<file path="src/rtl/com_uart_frame_rx.sv">
// Frame de-packetiser behind a UART receiver: SOF, LEN, payload, XOR checksum.
// The payload is buffered and streamed out on valid/ready only after the checksum passes.
module com_uart_frame_rx #(
    parameter logic [7:0]  SOF_BYTE       = 8'hA5,
    parameter int unsigned MAX_PAYLOAD    = 32,
    parameter int unsigned TIMEOUT_CYCLES = 50000,
    parameter int unsigned ERR_CNT_WIDTH  = 16
) (
    input  logic                     clk,
    input  logic                     rst,
    input  logic                     rx_byte_valid,
    input  logic [7:0]               rx_byte,
    input  logic                     rx_parity_ok,
    output logic [7:0]               out_data,
    output logic                     out_valid,
    input  logic                     out_ready,
    output logic                     out_last,
    output logic                     frame_ok,
    output logic                     frame_err,
    output logic [1:0]               err_code,
    output logic [ERR_CNT_WIDTH-1:0] err_count,
    output logic                     rx_dropped
);

    localparam int unsigned PW = (MAX_PAYLOAD > 1) ? $clog2(MAX_PAYLOAD) : 1;
    localparam int unsigned TW = (TIMEOUT_CYCLES > 1) ? $clog2(TIMEOUT_CYCLES) : 1;
    localparam logic [TW-1:0] TmoLast = TW'(TIMEOUT_CYCLES - 1);
    localparam logic [8:0]    MaxLen  = 9'(MAX_PAYLOAD);

    localparam logic [1:0] ErrParity = 2'd0;
    localparam logic [1:0] ErrLen    = 2'd1;
    localparam logic [1:0] ErrChk    = 2'd2;
    localparam logic [1:0] ErrTmo    = 2'd3;

    typedef enum logic [2:0] {
        StIdle,
        StLen,
        StPayload,
        StChk,
        StDrain
    } state_e;

    state_e                   state_q, state_d;
    logic [PW-1:0]            wr_ptr_q, wr_ptr_d;
    logic [PW-1:0]            rd_ptr_q, rd_ptr_d;
    logic [PW-1:0]            len_m1_q, len_m1_d;
    logic [7:0]               chk_q, chk_d;
    logic [TW-1:0]            tmo_q, tmo_d;
    logic [7:0]               out_data_q, out_data_d;
    logic                     out_valid_q, out_valid_d;
    logic                     out_last_q, out_last_d;
    logic                     frame_ok_q, frame_ok_d;
    logic                     frame_err_q, frame_err_d;
    logic [1:0]               err_code_q, err_code_d;
    logic [ERR_CNT_WIDTH-1:0] err_count_q, err_count_d;
    logic                     rx_dropped_q, rx_dropped_d;

    logic [7:0]    mem_q [1 << PW];
    logic          mem_we;
    logic          abort;
    logic [1:0]    abort_code;
    logic [PW-1:0] rd_next;
    logic          len_legal;

    assign rd_next   = rd_ptr_q + PW'(1);
    assign len_legal = (rx_byte != 8'd0) && ({1'b0, rx_byte} <= MaxLen);

    always_comb begin
        state_d      = state_q;
        wr_ptr_d     = wr_ptr_q;
        rd_ptr_d     = rd_ptr_q;
        len_m1_d     = len_m1_q;
        chk_d        = chk_q;
        tmo_d        = tmo_q;
        out_data_d   = out_data_q;
        out_valid_d  = out_valid_q;
        out_last_d   = out_last_q;
        frame_ok_d   = 1'b0;
        frame_err_d  = 1'b0;
        err_code_d   = err_code_q;
        err_count_d  = err_count_q;
        rx_dropped_d = 1'b0;
        mem_we       = 1'b0;
        abort        = 1'b0;
        abort_code   = ErrParity;

        unique case (state_q)
            StIdle: begin
                tmo_d = '0;
                if (rx_byte_valid && rx_parity_ok && (rx_byte == SOF_BYTE)) begin
                    state_d = StLen;
                end
            end

            StLen, StPayload, StChk: begin
                if (rx_byte_valid) begin
                    tmo_d = '0;
                    if (!rx_parity_ok) begin
                        abort      = 1'b1;
                        abort_code = ErrParity;
                    end else if (state_q == StLen) begin
                        if (len_legal) begin
                            state_d  = StPayload;
                            chk_d    = rx_byte;
                            wr_ptr_d = '0;
                            len_m1_d = PW'(rx_byte - 8'd1);
                        end else begin
                            abort      = 1'b1;
                            abort_code = ErrLen;
                        end
                    end else if (state_q == StPayload) begin
                        mem_we   = 1'b1;
                        chk_d    = chk_q ^ rx_byte;
                        wr_ptr_d = wr_ptr_q + PW'(1);
                        if (wr_ptr_q == len_m1_q) begin
                            state_d = StChk;
                        end
                    end else if (rx_byte == chk_q) begin
                        // Present the first byte on the edge that accepts the checksum.
                        state_d     = StDrain;
                        frame_ok_d  = 1'b1;
                        out_valid_d = 1'b1;
                        out_data_d  = mem_q[0];
                        out_last_d  = (len_m1_q == '0);
                        rd_ptr_d    = '0;
                    end else begin
                        abort      = 1'b1;
                        abort_code = ErrChk;
                    end
                end else if (tmo_q == TmoLast) begin
                    abort      = 1'b1;
                    abort_code = ErrTmo;
                end else begin
                    tmo_d = tmo_q + TW'(1);
                end
            end

            StDrain: begin
                rx_dropped_d = rx_byte_valid;
                if (out_valid_q && out_ready) begin
                    if (out_last_q) begin
                        state_d     = StIdle;
                        out_valid_d = 1'b0;
                        out_last_d  = 1'b0;
                        rd_ptr_d    = '0;
                    end else begin
                        rd_ptr_d   = rd_next;
                        out_data_d = mem_q[rd_next];
                        out_last_d = (rd_next == len_m1_q);
                    end
                end
            end

            default: begin
                state_d     = StIdle;
                out_valid_d = 1'b0;
                out_last_d  = 1'b0;
            end
        endcase

        if (abort) begin
            state_d     = StIdle;
            tmo_d       = '0;
            frame_err_d = 1'b1;
            err_code_d  = abort_code;
            if (err_count_q != {ERR_CNT_WIDTH{1'b1}}) begin
                err_count_d = err_count_q + ERR_CNT_WIDTH'(1);
            end
        end
    end

    always_ff @(posedge clk or posedge rst) begin
        if (rst) begin
            state_q      <= StIdle;
            wr_ptr_q     <= '0;
            rd_ptr_q     <= '0;
            len_m1_q     <= '0;
            chk_q        <= '0;
            tmo_q        <= '0;
            out_data_q   <= '0;
            out_valid_q  <= 1'b0;
            out_last_q   <= 1'b0;
            frame_ok_q   <= 1'b0;
            frame_err_q  <= 1'b0;
            err_code_q   <= '0;
            err_count_q  <= '0;
            rx_dropped_q <= 1'b0;
        end else begin
            state_q      <= state_d;
            wr_ptr_q     <= wr_ptr_d;
            rd_ptr_q     <= rd_ptr_d;
            len_m1_q     <= len_m1_d;
            chk_q        <= chk_d;
            tmo_q        <= tmo_d;
            out_data_q   <= out_data_d;
            out_valid_q  <= out_valid_d;
            out_last_q   <= out_last_d;
            frame_ok_q   <= frame_ok_d;
            frame_err_q  <= frame_err_d;
            err_code_q   <= err_code_d;
            err_count_q  <= err_count_d;
            rx_dropped_q <= rx_dropped_d;
        end
    end

    // Payload storage needs no reset; it is only read after a full frame is written.
    always_ff @(posedge clk) begin
        if (mem_we) begin
            mem_q[wr_ptr_q] <= rx_byte;
        end
    end

    assign out_data   = out_data_q;
    assign out_valid  = out_valid_q;
    assign out_last   = out_last_q;
    assign frame_ok   = frame_ok_q;
    assign frame_err  = frame_err_q;
    assign err_code   = err_code_q;
    assign err_count  = err_count_q;
    assign rx_dropped = rx_dropped_q;

endmodule
</file>
<file path="config.mk">
export PLATFORM = sky130hd
export DESIGN_NAME = com_uart_frame_rx
export DESIGN_NICKNAME = d
export VERILOG_FILES = /design/src/rtl/com_uart_frame_rx.sv
export SDC_FILE = /design/constraint.sdc
export NUM_CORES = 1
export LEC_CHECK = 0
export CORE_UTILIZATION = 35
export DETAILED_ROUTE_END_ITERATION = 12
export PLACE_DENSITY = 0.53
export REMOVE_ABC_BUFFERS = 1
export SLEW_MARGIN = 20
export SYNTH_ARGS = -nofsm -noshare
export SYNTH_HDL_FRONTEND = slang
export SYNTH_SLANG_ARGS = --single-unit
</file>
<file path="constraint.sdc">
create_clock -name clk -period 5.5 [get_ports clk]
set_clock_uncertainty 0.1 [all_clocks]
set_input_delay 1.375 -clock clk [delete_from_list [all_inputs] [get_ports clk]]
set_output_delay 1.375 -clock clk [all_outputs]
set_load 0.01 [all_outputs]
</file>
==> summary.txt, run 1 <==
Status
  – Status: complete, no violations

Drt
  – Routed length per instance: 23.1 um
  – Routed Antenna Nets: 0
  – DR vias/cell: 5.32
  – Initial drt markers: 605
  – DR vias: 8,264
  – Drt first pass iters: 5
  – DRC Markers: 0
  – Detailed Route WL: 35,900 um

Yosys
  – Netlist Area Pre-Place: 14,100 um^2
  – Post-synth EDFFs: 256
  – Cell variety after synth: 63
  – Register area share after synthesis: 67.4%
  – Share of the synthesized area in the top cell type: 54.5%
  – YS warnings: 0
  – Area contributors post-synth: edfxtp_1 54%, dfrtp_1 13%, mux4_2 8.6%
  – Post-synthesis mux area share: 11.5%
  – Primary FF master, synth: edfxtp_1
  – Area leader, netlist: edfxtp_1
  – Synth Area in Simple Gates: 9.62%
  – Adder-cell share of the synthesized area: 0.886%
  – Ys async rst share: 22.2%
  – Post-synthesis cell count: 947
  – XOR/XNOR Fraction of Synth Area: 2.61%
  – Compound-Gate Fraction of Synth Area: 6.02%
  – Main combinational cell family by area after synthesis: multiplexers
  – Mean Syn Cell Area: 14.9 um^2
  – Yosys reg bits: 329

Timing
  – Worst setup slack after layout: 1.44 ns
  – Final hold violation count: 0
  – Worst-Margin Slew: 1.08 ns
  – Rel. slew slack: 28.3%
  – Final setup violation count: 0
  – Final max-slew violation count: 0
  – RSZ-0062 raised after global routing: false
  – Fmax: 0.247 GHz
  – Crit path time final: 4.06 ns
  – Period utilisation layout: 73.7%

Clock network
  – # Post-CTS Setup Buffers: 0
  – CTS hold repair buffers: 0
  – Clock buffer count from CTS: 37
  – H-Tree Depth: 2
  – Clock buffer depth: 3
  – Worst-Skew Late Latency: 0.53 ns
  – Clk root buf: clkbuf_16
  – Reg clk slew, reported paths: 0.06 ns
  – Post-cts sizing count: 0
  – CTS sink cnt: 329
  – CTS tree: yes

Final layout
  – Net count, final: 1,028
  – Ratio of cells with drive above 1 in the final layout: 14.0%
  – Most common cell after layout, fill and taps aside: edfxtp_1
  – Layout Area Growth over Synthesis: 15.5%
  – Commonest cells after routing, fill and taps aside: 256 x edfxtp_1, 91 x nand2_1, 72 x nor2_1, 72 x dfrtp_1, 54 x mux4_2
  – Ant. Diodes: 0
  – Fin cells: 1,554

Worst setup path
  – R2R depth: 8
  – Critical Path Source: rx_parity_ok
  – CP startpoint kind: primary input
  – Worst flop-to-flop path startpoint: rd_ptr_q[0]$_DFFE_PP0P_
  – Cell family with most CP delay: simple AND/OR/NAND/NOR gates
  – Worst path depth: 6
  – WP data required: 5.54 ns
  – CP Cell Sequence: clkdlybuf4s50_1, nand2_1, or3_1, nor2_2, nand2_1, nor2_1
  – Kind of critical path: primary input to register
  – Largest stage delay, worst path: 0.73 ns
  – Critical Path AT: 4.10 ns
  – Critical Path Sink Type: register
  – CP Buf/Inv Count: 1
  – CP Max Fanout: 10
  – Critical path's slowest cell: nor2_1
  – Most used cell, CP: nand2_1

Placed design
  – Pre-CTS WS: 0.895 ns
  – Number of cells after detailed placement: 1,491
  – Final HPWL DP: 23,500 um
  – GP Congestion: 0.809
  – Port bufs: 43

Job
  – Max-Cap Viols: 0

Min path
  – Hold Path Class: register to register
  – Hold_sp: tmo_q[14]$_DFFE_PP0P_
  – Worst Hold Depth: 1

Power and ir drop
  – Max IR drop VDD: 0.000283 V
  – Leak Pwr: 5.57 nW
  – PD cells: 368 nW/um^2

Global route
  – Largest net degree at the start of global routing: 53
  – All-layer global routing usage: 17.9%
  – Vias in the first global route: 8,290
  – Global route total overflow: 0
  – Global-route wire length before repair: 54,500 um
  – Initial antenna violation count: 1

Die
  – Die area: 41,100 um^2
  – Row count: 73
  – Initial Util: 35.5%
  – Die Ht: 203 um
  – Die Width: 203 um
  – Number of I/O pins: 44
  – Core ar.: 39,700 um^2
[power by group]
part           leakage (nW)  total (mW)  switching, mW  internal, mW
sequential             3.24        2.97          0.172          2.80
combinational          1.78       0.703          0.424         0.280
clock                 0.544        2.33          0.975          1.35
total                  5.57        6.00           1.57          4.43
[metrics by stage]
stage	hold slack [ns]	TNS (ns)	util (%)	area, um^2	total power [mW]
final	0.394	0	41.0	16300	6.00
after global routing	0.435	0	41.0	16300	6.26
after CTS	0.394	0	41.0	16300	6.06
after detailed placement	0.384	0	38.2	15200	3.73
after global placement	0.376	0	38.2	15200	3.73
after floorplan	0.357	-16.72	-	13900	3.40
[path summary, 6_finish.rpt]
check / to / slack, ns
worst max-delay path: mem_q[29][6]$_DFFE_PP_ / 1.44
worst min-delay path: tmo_q[14]$_DFFE_PP0P_ / 0.39
worst max register to register: out_data[7]$_DFFE_PP0P_ / 1.85
worst min register to register: tmo_q[14]$_DFFE_PP0P_ / 0.39
max in group asynchronous: chk_q[3]$_DFFE_PP0P_ / 3.15
min in group asynchronous: rd_ptr_q[4]$_DFFE_PP0P_ / 1.26
[flip-flops by register name (all words and copies together), names as in the netlist, 5 cells and up]
name	flops
mem_q	256
err_count	16
tmo_q	16
chk_q	8
out_data	8
len_m1_q	5
rd_ptr_q	5
wr_ptr_q	5
[cells by family after synthesis]
family          count (synthesis)
compound gates                129
simple gates                  284
buf+inv                        59
flops                         329
xor+xnor                       42
mux                            94
fa+ha+maj                      10
[final cells by class]
type,instances,area [um^2]
Clock inverter,17,155
Multi-Input combinational cell,559,4340
Inverter,13,50.0
Clock buffer,46,970
Sequential cell,329,9520
Fill cell,3652,23400
Tap cell,525,657
Timing Repair Buffer,65,608
[cells in the mapped netlist (13+ instances only)]
cell	number
inv_1	13
nor2_1	72
xnor2_1	13
mux4_2	54
nand2_1	91
xor2_1	29
a21oi_1	25
clkbuf_1	19
edfxtp_1	256
buf_2	21
nand3_1	41
mux2i_1	35
o21ai_0	45
dfrtp_1	73
[worst reg2reg max path, cell delays in order (launching register included)]
cell	delay, ns
dfrtp_4	0.63
ha_2	0.40
xor2_4	0.76
buf_4	0.42
mux4_2	0.37
mux2i_1	0.35
a32oi_1	0.20
nand2_1	0.19
o22ai_1	0.09
[layer usage]
layer | vias up | GRT usage [%] | routed length (um)
met5 | - | 0 | 17
met3 | 46 | 3.02 | 1680
met4 | 2 | 4.86 | 729
met2 | 219 | 28.3 | 16900
met1 | 4226 | 25.5 | 16600
li1 | 3771 | - | -
(Power assumes the default switching activity.)
==> run 2, diff against run 1 <==
--- a/config.mk
+++ b/config.mk
@@ -7,7 +7,7 @@
 export LEC_CHECK = 0
 export CORE_UTILIZATION = 35
 export DETAILED_ROUTE_END_ITERATION = 12
-export PLACE_DENSITY = 0.53
+export PLACE_DENSITY = 0.55
 export REMOVE_ABC_BUFFERS = 1
 export SLEW_MARGIN = 20
 export SYNTH_ARGS = -nofsm -noshare
==> constraint.sdc (replaced) <==
create_clock -name clk -period 3.7 [get_ports clk]
set_clock_uncertainty 0.1 [all_clocks]
set_input_delay 0.925 -clock clk [delete_from_list [all_inputs] [get_ports clk]]
set_output_delay 0.925 -clock clk [all_outputs]
set_load 0.01 [all_outputs]
==> run 2 against run 1 <==
  * Critical path depth up 2
  * Power up 48%
  * Setup slack worse by 0.83 ns
  * First-iteration DRC count up 5.5%
  * Combinational power up 54%
  * Final cell count up 3.8%
  * Worst hold slack better by 0.0073 ns
  * Count of clock-buffer cells in the layout up 1
  * Clock power up 45%
  * Sequential share of layout area down 1.6 points
  * Final area up 2.9%
  * Critical path type unchanged
  * Largest cell class unchanged
  * Largest power group unchanged
==> summary.txt, run 2 (synthesis results as in run 1) <==
Power and ir drop
  – Total power: 8.90 mW
  – Logic pwr share: 12.2%
  – Pint: 6.59 mW
  – Net switching power: 2.31 mW
  – Flop pwr share: 49.7%
  – Max IR drop VDD: 0.000381 V
  – Leak Pwr: 5.88 nW
  – PD cells: 531 nW/um^2
  – Sw Ratio: 25.9%
  – Clk network pwr share: 38.1%

Clock network
  – Post-cts sizing count: 0
  – # Post-CTS Setup Buffers: 0
  – Clock buffer count from CTS: 36
  – CTS hold repair buffers: 0
  – CTS sink cnt: 329
  – Reg clk slew, reported paths: 0.06 ns
  – H-Tree Depth: 2
  – CTS tree: yes
  – Clk root buf: clkbuf_16
  – Clock buffer depth: 3
  – Worst-Skew Late Latency: 0.52 ns

Die
  – Core ar.: 39,700 um^2
  – Initial Util: 35.5%
  – Row count: 73
  – Number of I/O pins: 44
  – Die Width: 203 um
  – Die Ht: 203 um
  – Die area: 41,100 um^2

Timing
  – Fmax: 0.324 GHz
  – Hold WS: 0.401 ns
  – Worst-Margin Slew: 0.881 ns
  – Crit path time final: 3.09 ns
  – Final setup violation count: 0
  – Rel. slew slack: 41.3%
  – RSZ-0062 raised after global routing: false
  – Period utilisation layout: 83.4%
  – Sum Neg Setup Slack: 0 ns
  – Final hold violation count: 0
  – Final max-slew violation count: 0

Worst setup path
  – Reg2reg setup slack: 0.85 ns
  – CP Cell Sequence: clkdlybuf4s50_1, nand2_1, or3_1, nor2_2, nand2_1, buf_4, nor2_1, buf_4
  – Critical path's slowest cell: clkdlybuf4s50_1
  – Largest stage delay, worst path: 0.53 ns
  – R2R depth: 8
  – CP Max Fanout: 7
  – WP data required: 3.84 ns
  – CP startpoint kind: primary input
  – Worst r2r dst: out_data[1]$_DFFE_PP0P_
  – CP Buf/Inv Count: 3
  – Worst flop-to-flop path startpoint: rd_ptr_q[1]$_DFFE_PP0P_
  – Critical Path Sink Type: register
  – Kind of critical path: primary input to register
  – Cell family with most CP delay: simple AND/OR/NAND/NOR gates
  – Worst path depth: 8
  – Critical Path AT: 3.23 ns

Final layout
  – Register Area: 9520 um^2
  – Ant. Diodes: 0
  – Fillers: 3,644
  – Layout Area Growth over Synthesis: 18.8%
  – Max reg flops: 256
  – Util after Layout: 42.2%
  – Net count, final: 1,085
  – Reg with most FFs: mem_q
  – Most common cell after layout, fill and taps aside: edfxtp_1
  – Final Cell Area: 16,800 um^2
  – Multi-input logic area: 4340 um^2
  – Commonest cells after routing, fill and taps aside: 256 x edfxtp_1, 91 x nand2_1, 75 x buf_4
  – Ratio of cells with drive above 1 in the final layout: 18.4%

Drt
  – Routed length per instance: 21.4 um
  – DR vias/cell: 5.26
  – Drt first pass iters: 5
  – DR vias: 8,483
  – DRC Markers: 0
  – Routed Antenna Nets: 0
  – Detailed Route WL: 34,600 um
  – Initial drt markers: 638

Job
  – Max-Cap Viols: 0

Global route
  – GR peak layer: met2
  – Grt met1 use: 24.2%
  – Global-route wire length before repair: 53,600 um
  – Met2 usage: 27.6%
  – Largest net degree at the start of global routing: 68
  – All-layer global routing usage: 17.3%
  – Initial antenna violation count: 0
  – Global route total overflow: 0
  – Vias in the first global route: 8,744
  – GRT met3 Usage: 2.92%

Placed design
  – GP Congestion: 0.833
  – Dpl cell area: 15,700 um^2
  – Final HPWL DP: 22,400 um
  – Port bufs: 43

Min path
  – Worst Hold Depth: 1
  – Hold Path Class: register to register
  – Hold_sp: tmo_q[14]$_DFFE_PP0P_
  – Hold Path Sink: tmo_q[14]$_DFFE_PP0P_

Status
  – Status: complete, no violations
[run 2: cell types whose count changed in the layout (fill, tap and decap cells not counted), moves of 2 or more]
cell      previous run  this run
clkinv_4             2         0
clkinv_1             5         7
buf_4               21        75
buf_12               1         5
[run 2: power groups by stage]
stage	logic [mW]	registers, mW	clock network, mW
3_3_place_gp	1.07	4.49	0
6_report	1.08	4.42	3.39
5_1_grt	1.22	4.46	3.60
4_1_cts	1.09	4.43	3.47
2_1_floorplan	0.619	4.44	0
3_5_place_dp	1.09	4.50	0
[run 2: final cells by class]
cell class              count  area share, %
clock buffers              47           5.74
clock inverters            17          0.858
inverters                  13          0.306
multi-input cells         559           25.9
flip-flops and latches    329           56.8
well taps                 525           3.92
repair buffers            123           6.52
[run 2: metrics by stage]
stage               cells  worst slack [ns]
floorplan             901             -3.90
finish               1613             0.614
global route         1613             0.465
global placement     1549            0.0958
detailed placement   1549            0.0706
CTS                  1613             0.616
[run 2: layer usage]
| metal | share of wire [%] | vias to the layer above | routed length, um |
|---|---|---|---|
| li1 | - | 3882 | - |
| met1 | 46 | 4362 | 15800 |
| met2 | 47 | 194 | 16300 |
| met3 | 4.7 | 45 | 1640 |
| met4 | 2.5 | 0 | 869 |
| met5 | 0 | - | 0 |
[run 2: how the worst max path moves through the flow]
stage                                        from                         to  slack, ns
after global placement                 rx_byte[2]   err_count[1]$_DFFE_PP0P_        0.1
after global routing                   rx_byte[1]  err_count[14]$_DFFE_PP0P_       0.47
after floorplan           rd_ptr_q[0]$_DFFE_PP0P_    out_data[1]$_DFFE_PP0P_      -3.90
after CTS                              rx_byte[1]  err_count[13]$_DFFE_PP0P_       0.62
final                                rx_parity_ok      mem_q[0][1]$_DFFE_PP_       0.61
after detailed placement               rx_byte[1]  err_count[13]$_DFFE_PP0P_       0.07
[run 2: worst reg2reg max path, delay by kind of cell (launching register included)]
kind / cells / cell delay [ns]
AO/OA/AOI/OAI: 3 / 0.88
XOR/XNOR: 1 / 0.19
adder cells (fa/ha/maj): 1 / 0.35
buffers and inverters: 1 / 0.37
flip-flops: 1 / 0.41
multiplexers: 2 / 0.49
